$ cat config.mk
export PLATFORM = sky130hd
export DESIGN_NAME = alu_arbiter
export DESIGN_NICKNAME = d
export VERILOG_FILES = /design/src/rtl/alu_pkg.sv /design/src/rtl/alu_arbiter_rr_arb2.sv /design/src/rtl/alu_arbiter.sv
export SDC_FILE = /design/constraint.sdc
export NUM_CORES = 1
export LEC_CHECK = 0
export CELL_PAD_IN_SITES_DETAIL_PLACEMENT = 0
export CELL_PAD_IN_SITES_GLOBAL_PLACEMENT = 2
export CORE_MARGIN = 3
export CORE_UTILIZATION = 17
export CTS_CLUSTER_SIZE = 30
export DETAILED_ROUTE_END_ITERATION = 6
export PLACE_DENSITY_LB_ADDON = 0.1
export SLEW_MARGIN = 20
export SYNTH_ARGS = -nofsm -noshare
export SYNTH_HDL_FRONTEND = slang
export SYNTH_HIERARCHICAL = 1
export SYNTH_SLANG_ARGS = --single-unit
$ cat constraint.sdc
create_clock -name iClk -period 2.6 [get_ports iClk]
set_input_delay 0.78 -clock iClk [delete_from_list [all_inputs] [get_ports iClk]]
set_output_delay 0.78 -clock iClk [all_outputs]
set_load 0.005 [all_outputs]
$ cat src/rtl/alu_pkg.sv
// Shared ALU definitions: ALUFun codes, arbiter states and requester count.
package alu_pkg;

  localparam int NUM_REQ = 2;

  localparam logic [5:0] ALU_ADD = 6'b000000;
  localparam logic [5:0] ALU_SUB = 6'b000001;
  localparam logic [5:0] ALU_AND = 6'b011000;
  localparam logic [5:0] ALU_OR  = 6'b011110;
  localparam logic [5:0] ALU_XOR = 6'b010110;
  localparam logic [5:0] ALU_NOR = 6'b010001;
  localparam logic [5:0] ALU_SLL = 6'b100000;
  localparam logic [5:0] ALU_SRL = 6'b100001;
  localparam logic [5:0] ALU_SRA = 6'b100011;
  localparam logic [5:0] ALU_EQ  = 6'b110011;
  localparam logic [5:0] ALU_NEQ = 6'b110001;
  localparam logic [5:0] ALU_LT  = 6'b110101;
  localparam logic [5:0] ALU_LEZ = 6'b111101;
  localparam logic [5:0] ALU_GEZ = 6'b111001;
  localparam logic [5:0] ALU_GTZ = 6'b111111;

  typedef enum logic [1:0] {IDLE, BUSY, RESP} arb_state_t;

endpackage

$ cat src/rtl/alu_arbiter_rr_arb2.sv
// Two-input grant picker: single valid always wins, ties go to i_ptr.
// ALU_ARB_FIXED_PRIO_EN makes req0 win every tie and ignores i_ptr.
module rr_arb2
  import alu_pkg::*;
(
  input  logic [NUM_REQ-1:0] i_vld,
  input  logic               i_ptr,
  output logic [NUM_REQ-1:0] o_gnt
);

`ifdef ALU_ARB_FIXED_PRIO_EN
  logic w_unused_ptr;
  assign w_unused_ptr = i_ptr;

  always_comb begin
    o_gnt = i_vld;
    if (i_vld[0]) o_gnt = 2'b01;
  end
`else
  always_comb begin
    o_gnt = i_vld;
    if (i_vld == 2'b11) o_gnt = i_ptr ? 2'b10 : 2'b01;
  end
`endif

endmodule

$ cat src/rtl/alu_arbiter.sv
// Shares one ALU between two requesters; result returns ALU_LAT+1 cycles after accept, held until consumed.
// Round-robin on ties unless ALU_ARB_FIXED_PRIO_EN selects fixed req0 priority.
module alu_arbiter
  import alu_pkg::*;
#(
  parameter int WIDTH   = 32,
  parameter int FUN_W   = 6,
  parameter int ALU_LAT = 1
) (
  input  logic                     iClk,
  input  logic                     iRst_n,
  input  logic [NUM_REQ-1:0]       iReqValid,
  output logic [NUM_REQ-1:0]       oReqReady,
  input  logic [NUM_REQ*WIDTH-1:0] iReqA,
  input  logic [NUM_REQ*WIDTH-1:0] iReqB,
  input  logic [NUM_REQ*FUN_W-1:0] iReqFun,
  input  logic [NUM_REQ-1:0]       iReqSign,
  output logic [WIDTH-1:0]         oAluA,
  output logic [WIDTH-1:0]         oAluB,
  output logic [FUN_W-1:0]         oAluFun,
  output logic                     oAluSign,
  input  logic [WIDTH-1:0]         iAluS,
  input  logic                     iAluZ,
  input  logic                     iAluV,
  input  logic                     iAluN,
  output logic [NUM_REQ-1:0]       oRspValid,
  input  logic [NUM_REQ-1:0]       iRspReady,
  output logic [WIDTH-1:0]         oRspS,
  output logic                     oRspZ,
  output logic                     oRspV,
  output logic                     oRspN,
  output logic                     oBusy
);

  localparam int              CNT_W    = 2;
  localparam logic [CNT_W-1:0] CNT_LOAD = CNT_W'(ALU_LAT - 1);

  arb_state_t         r_state, w_state_nxt;
  logic [NUM_REQ-1:0] w_gnt;
  logic               w_ptr;
  logic               w_accept, w_capture;
  logic               r_owner;
  logic [CNT_W-1:0]   r_cnt;
  logic [WIDTH-1:0]   r_op_a, r_op_b, r_rsp_s;
  logic [FUN_W-1:0]   r_op_fun;
  logic               r_op_sign, r_rsp_z, r_rsp_v, r_rsp_n;

`ifdef ALU_ARB_FIXED_PRIO_EN
  assign w_ptr = 1'b0;
`else
  logic r_ptr;
  // Pointer names the requester preferred on the next tie: always the last loser.
  always_ff @(posedge iClk) begin
    if (!iRst_n)       r_ptr <= 1'b0;
    else if (w_accept) r_ptr <= ~w_gnt[1];
  end
  assign w_ptr = r_ptr;
`endif

  rr_arb2 u_arb (
    .i_vld (iReqValid),
    .i_ptr (w_ptr),
    .o_gnt (w_gnt)
  );

  always_ff @(posedge iClk) begin
    if (!iRst_n) r_state <= IDLE;
    else         r_state <= w_state_nxt;
  end

  always_comb begin
    w_state_nxt = r_state;
    oReqReady   = '0;
    oRspValid   = '0;
    w_accept    = 1'b0;
    w_capture   = 1'b0;
    case (r_state)
      IDLE: begin
        oReqReady = w_gnt & {NUM_REQ{iRst_n}};
        if (|w_gnt) begin
          w_accept    = 1'b1;
          w_state_nxt = BUSY;
        end
      end
      BUSY: begin
        if (r_cnt == '0) begin
          w_capture   = 1'b1;
          w_state_nxt = RESP;
        end
      end
      RESP: begin
        oRspValid[r_owner] = 1'b1;
        if (iRspReady[r_owner]) w_state_nxt = IDLE;
      end
      default: w_state_nxt = IDLE;
    endcase
  end

  always_ff @(posedge iClk) begin
    if (!iRst_n) begin
      r_owner   <= 1'b0;
      r_cnt     <= '0;
      r_op_a    <= '0;
      r_op_b    <= '0;
      r_op_fun  <= FUN_W'(ALU_ADD);
      r_op_sign <= 1'b0;
      r_rsp_s   <= '0;
      r_rsp_z   <= 1'b0;
      r_rsp_v   <= 1'b0;
      r_rsp_n   <= 1'b0;
    end else begin
      if (w_accept) begin
        r_owner   <= w_gnt[1];
        r_cnt     <= CNT_LOAD;
        r_op_a    <= w_gnt[1] ? iReqA[2*WIDTH-1:WIDTH]   : iReqA[WIDTH-1:0];
        r_op_b    <= w_gnt[1] ? iReqB[2*WIDTH-1:WIDTH]   : iReqB[WIDTH-1:0];
        r_op_fun  <= w_gnt[1] ? iReqFun[2*FUN_W-1:FUN_W] : iReqFun[FUN_W-1:0];
        r_op_sign <= iReqSign[w_gnt[1]];
      end
      if (r_state == BUSY && r_cnt != '0) r_cnt <= r_cnt - 1'b1;
      if (w_capture) begin
        r_rsp_s <= iAluS;
        r_rsp_z <= iAluZ;
        r_rsp_v <= iAluV;
        r_rsp_n <= iAluN;
      end
    end
  end

  assign oAluA    = r_op_a;
  assign oAluB    = r_op_b;
  assign oAluFun  = r_op_fun;
  assign oAluSign = r_op_sign;
  assign oRspS    = r_rsp_s;
  assign oRspZ    = r_rsp_z;
  assign oRspV    = r_rsp_v;
  assign oRspN    = r_rsp_n;
  assign oBusy    = (r_state != IDLE);

endmodule
### Yosys cells after proc, flatten, opt, wreduce, memory -nomap -nowiden

Index checks and enable logic that the tools add are counted.

| operators by class | value |
|---|---|
| add/subtract/negate cells | 1 |
| divide/modulo/power cells | 0 |
| shifts and indexed selects | 0 |
| magnitude comparators | 3 |
| muxes and demuxes | 23 |
| multiply operators | 0 |
| reduce and logical (&&, ||, !) cells | 9 |
| bitwise gates (word level) | 2 |
| equal/unequal tests | 6 |

Operator list:

| cell | count |
|---|---|
| 2-to-1 mux 32 bit | 2 |
| 2-to-1 mux 2 bit | 9 |
| 2-to-1 mux 1 bit | 9 |
| 2-to-1 mux 6 bit | 1 |
| != test 2 bit, second input constant | 3 |
| case mux 2 bit (3 select lines) | 1 |
| nonzero test 2 bit | 3 |
| equality test 2 bit, second input constant | 2 |
| logical NOT 2 bit | 2 |
| < comparator 1 x 2 -> 1 bit, second input constant | 2 |
| AND reduction 3 bit | 1 |
| AND 2 bit | 1 |
| equality test 2 x 1 -> 1 bit, second input constant | 1 |
| logical AND 1 bit | 2 |
| OR reduction 2 bit | 1 |
| subtractor 2 x 1 -> 2 bit, second input constant | 1 |
| demux 1 bit (select 1 bit) | 1 |
| >= comparator 1 bit, second input constant | 1 |
| inverter 1 bit | 1 |

| storage, ports and cells | value |
|---|---|
| latch bits | 0 |
| word-level logic and storage cells | 56 |
| memory bits (read-only) | 0 |
| flip-flop bits (word level) | 112 |
| input bits | 183 |
| RAM bits | 0 |
| memories kept | 0 |

### Depth between registers and ports, before layout

| depth | value |
|---|---|
| depth after elaboration | 7 |
| mapped depth | 7 |
| depth with buffers taken out | 5 |

### Modules after synthesis

The synthesis kept the hierarchy.

By module, submodules not included:

| module | area an instance (sq um) | times used | cells each |
|---|---|---|---|
| alu_arbiter | 4,335.4 | 1 | 437 |
| rr_arb2 | 18.8 | 1 | 3 |

### Least setup slack after synthesis

OpenSTA, ideal clock, no wires.

| timing | value |
|---|---|
| path type | input to output |
| from | input iReqValid[1] |
| to | output oReqReady[1] |
| data required time | 1.820 ns |
| path slack | -0.144 ns |
| data arrival time | 1.964 ns |
| path buffers | 1 |
| stages on the path | 3 |
| cell sequence | a21boi_1 > nor4b_4 > buf_6 |

| between the ends | value |
|---|---|
| word-level cells in the longest chain between the ends | 4 |

Ends and longest elaborated chain:

| item | line | text |
|---|---|---|
| from (decl) | alu_arbiter.sv:12 | `input logic [NUM_REQ-1:0] iReqValid,` |
| equality test 2 bit | alu_arbiter_rr_arb2.sv:22 | `if (i_vld == 2'b11) o_gnt = i_ptr ? 2'b10 : 2'b01;` |
| 2-to-1 mux 2 bit * | alu_arbiter_rr_arb2.sv:22 |  |
| AND 2 bit * | alu_arbiter.sv:79 | `oReqReady = w_gnt & {NUM_REQ{iRst_n}};` |
| 2-to-1 mux 2 bit * | alu_arbiter.sv:77 | `case (r_state)` |
| to (decl) | alu_arbiter.sv:13 | `output logic [NUM_REQ-1:0] oReqReady,` |

Mark *: on every way between the ends. The rest lies on a longest branch, timed or not.

### Worst setup path after layout

| timing | value |
|---|---|
| from | register r_state[1] |
| to | output oRspValid[1] |

| between the ends | value |
|---|---|
| word-level cells in the longest chain between the ends | 2 |

Ends and longest elaborated chain:

| item | line | text |
|---|---|---|
| from (decl) | alu_arbiter.sv:38 | `arb_state_t r_state, w_state_nxt;` |
| from (signal assigned) | alu_arbiter.sv:68 | `else r_state <= w_state_nxt;` |
| equality test 2 bit | alu_arbiter.sv:77 |  |
| 2-to-1 mux 2 bit | alu_arbiter.sv:77 |  |
| to (decl) | alu_arbiter.sv:26 | `output logic [NUM_REQ-1:0] oRspValid,` |

No other way between the ends.

==> results.tsv <==
metric	value	unit
CP Class	register to output port	
Final nets	910	
most numerous cell in the Yosys netlist	dfxtp_1	
Iter 0 DRT Violations	253	
CTS Sinks	112	
main flop type after synthesis	dfxtp_1	
end of the worst register-to-register path	oAluA[24]	
Synth Area in XOR/XNOR	0	%
R2R cell count	5	
Die W	166	µm
first-pass GRT wire length	29000	µm
Mapped Nets	624	
Worst Path Required	1.82	ns
drt via density	4.31	
Initial Utilization	17.6	%
post-synthesis compound-gate area fraction	22.4	%
CP arrival	1.71	ns
pwr/cell area	586	mW/mm²
Finished Cell Area	0.00799	mm²
share of cells above drive strength 1	6.99	%
FFs w/ async S/R, synth	0	%
cell taking the most area after synthesis	dfxtp_1	
top cells by area, synth	dfxtp_1, a221o_1, and3_1, nand2_1, a21oi_1	
Detailed Route WL	19000	µm
Area Growth Syn to Fin	83.5	%
Post-Synthesis Cells	440	
part of the Yosys area used for sequential elements	51.5	%
Setup violations, final	0	
DIE AREA	0.0276	mm²
crit path launch type	register	
largest family of logic cells by synthesized area	compound AO/OA/AOI/OAI gates	
hold_ws	0.456	ns
Final HPWL DP	13600	µm
Final Hold Vio Count	0	
Max H-tree Level	3	
Tot GR Track Use	13.3	%
vias post-DR	4538	
RR Startpoint	r_ptr	
buffers added on ports	293	
mux contribution to synthesized area	0.230	%
register bit total from synthesis	112	
DRT antenna net count	0	
vias in the first global route	4655	
hold path endpoint	oRspS[3]	
global route total overflow	0	
placed standard-cell area	0.00772	mm²
DRC violations left	0	
Leak	3.19	nW
final critical-path required period	2.49	ns
Max Cap Viol	0	
Yosys top cell area share	51.5	%
placeable core area	0.0247	mm²
I/O pin cnt	294	
RSZ-0062 raised after global routing	false	
Post CTS Setup Buffer Count	0	
GPL Wtd Cong	0.731	
Fmax	401	MHz
worst-margin pin slew	0.856	ns
Critical Path End Type	output port	
maximum fanout along the worst path	7	
HP Start	oRspS[3]	
max_slew headroom	43.0	%
Hold-fix buffers, CTS	0	
hold depth	2	
# diodes	0	
syn avg cell area	9.90	µm²
post-synthesis cell type count	33	
CTS tree	yes	
synthesized area	0.00435	mm²
row cnt	57	
Peak VDD IR	0.301	mV
TritonCTS buffer count	9	
Adder-Cell Fraction of Synth Area	0.287	%
R2R setup slack	0.64	ns
post-detailed-route wirelength per cell	18.0	µm
maximum root-to-sink buffer count	2	
Root Driver	clkbuf_16	
initial antenna violation count	1	
Die Y	166	µm
Commonest cells post-synth	dfxtp_1, nand2_1, a221o_1, and3_1, a21oi_1	
max-slew violations	0	
synth warn	6	
status	completed	
crit share post-route	95.9	%
clock latency on the worst-skew pair	0.35	ns
largest net degree at the start of global routing	75	
simple-gate share of the synthesized area	19.6	%
post-route setup TNS	0	ns
clock-pin slew on the worst setup and hold paths	0.08	ns
DR pass1 iterations	4	
number of synthesized flops with an enable pin	0	
fill count	2518	
worst hold path class	register to register	
Clock Skew	0.0124	ns
[how the worst max path moves through the flow]
stage / start / slack [ns] / cells past startpoint / endpoint
floorplan: iReqValid[1] / 0.02 / 3 / oReqReady[1]
global placement: iReqValid[1] / -0.52 / 4 / oReqReady[1]
detailed placement: iReqValid[1] / -0.53 / 4 / oReqReady[1]
CTS: iRst_n / 0.02 / 4 / oReqReady[1]
global route: r_state[0] / 0.003 / 3 / oRspValid[0]
finish: r_state[1] / 0.11 / 3 / oRspValid[1]
[through the flow]
stage / power [mW] / cells / util [%] / worst slack, ns
2_1_floorplan: 2.49 / 440 / - / 0.0176
3_3_place_gp: 3.36 / 1039 / 31.2 / -0.522
4_1_cts: 4.80 / 1054 / 32.3 / 0.0165
3_5_place_dp: 3.37 / 1039 / 31.2 / -0.528
6_report: 4.69 / 1054 / 32.3 / 0.106
5_1_grt: 4.94 / 1054 / 32.3 / 0.00296
[where the power goes]
| group | internal (mW) | switching, mW | total [mW] |
|---|---|---|---|
| registers | 1.91 | 0.111 | 2.02 |
| clock network | 0.683 | 0.695 | 1.38 |
| logic | 0.802 | 0.484 | 1.29 |
| total | 3.40 | 1.29 | 4.69 |
[metal layers]
layer  vias up  GRT usage [%]  routed length [µm]
met3        13           4.09                1300
met5         -              0                   0
met2       173           22.8                9260
met4         0           2.93                 189
li1       2214              -                   -
met1      2138           16.4                8260
[sequential cells by signal, indices dropped and copies added (netlist names)]
register / count
r_state: 2
r_owner: 1
oRspZ: 1
r_ptr: 1
r_cnt: 2
oAluSign: 1
oRspN: 1
oAluA: 32
oRspS: 32
oRspV: 1
oAluB: 32
oAluFun: 6
[critical path, cell delays in order, from the launching register on]
cell and delay, ns:
dfxtp_1 0.47, buf_4 0.21, and3b_1 0.16, clkdlybuf4s50_1 0.53
[cells by family (layout without fill, tap and decap cells)]
logic type               count (synthesis)  count (layout)
flip-flops                             112             112
AO/OA/AOI/OAI                          119             119
multiplexers                             1               1
AND/OR/NAND/NOR                        158             158
adder cells (fa/ha/maj)                  1               1
buffers and inverters                   49             339
[cell usage in the layout, fill, tap and decap left out, drive strengths merged, types with 9 or more instances in the layout]
| cell type | instances |
|---|---|
| a21oi | 38 |
| a221o | 70 |
| and3 | 70 |
| buf | 27 |
| clkbuf | 10 |
| clkdlybuf4s50 | 288 |
| dfxtp | 112 |
| inv | 9 |
| nand2 | 72 |
[final cells by class]
class | instances | area, µm² | share of cell area, %
clock inverters | 5 | 38.8 | 0.485
flip-flops and latches | 112 | 2240 | 28.1
inverters | 6 | 22.5 | 0.282
repair buffers | 318 | 3170 | 39.7
multi-input cells | 279 | 1870 | 23.4
well taps | 324 | 405 | 5.07
clock buffers | 10 | 239 | 2.99
[what timing repair did]
action | 4_1_cts | 5_1_grt
pin swaps | 0 | 0
setup endpoints to repair | 2 | 1
gates resized for setup | 11 | 1
endpoints found under the hold margin | 0 | 0
Power figures use the tool's default switching activity.
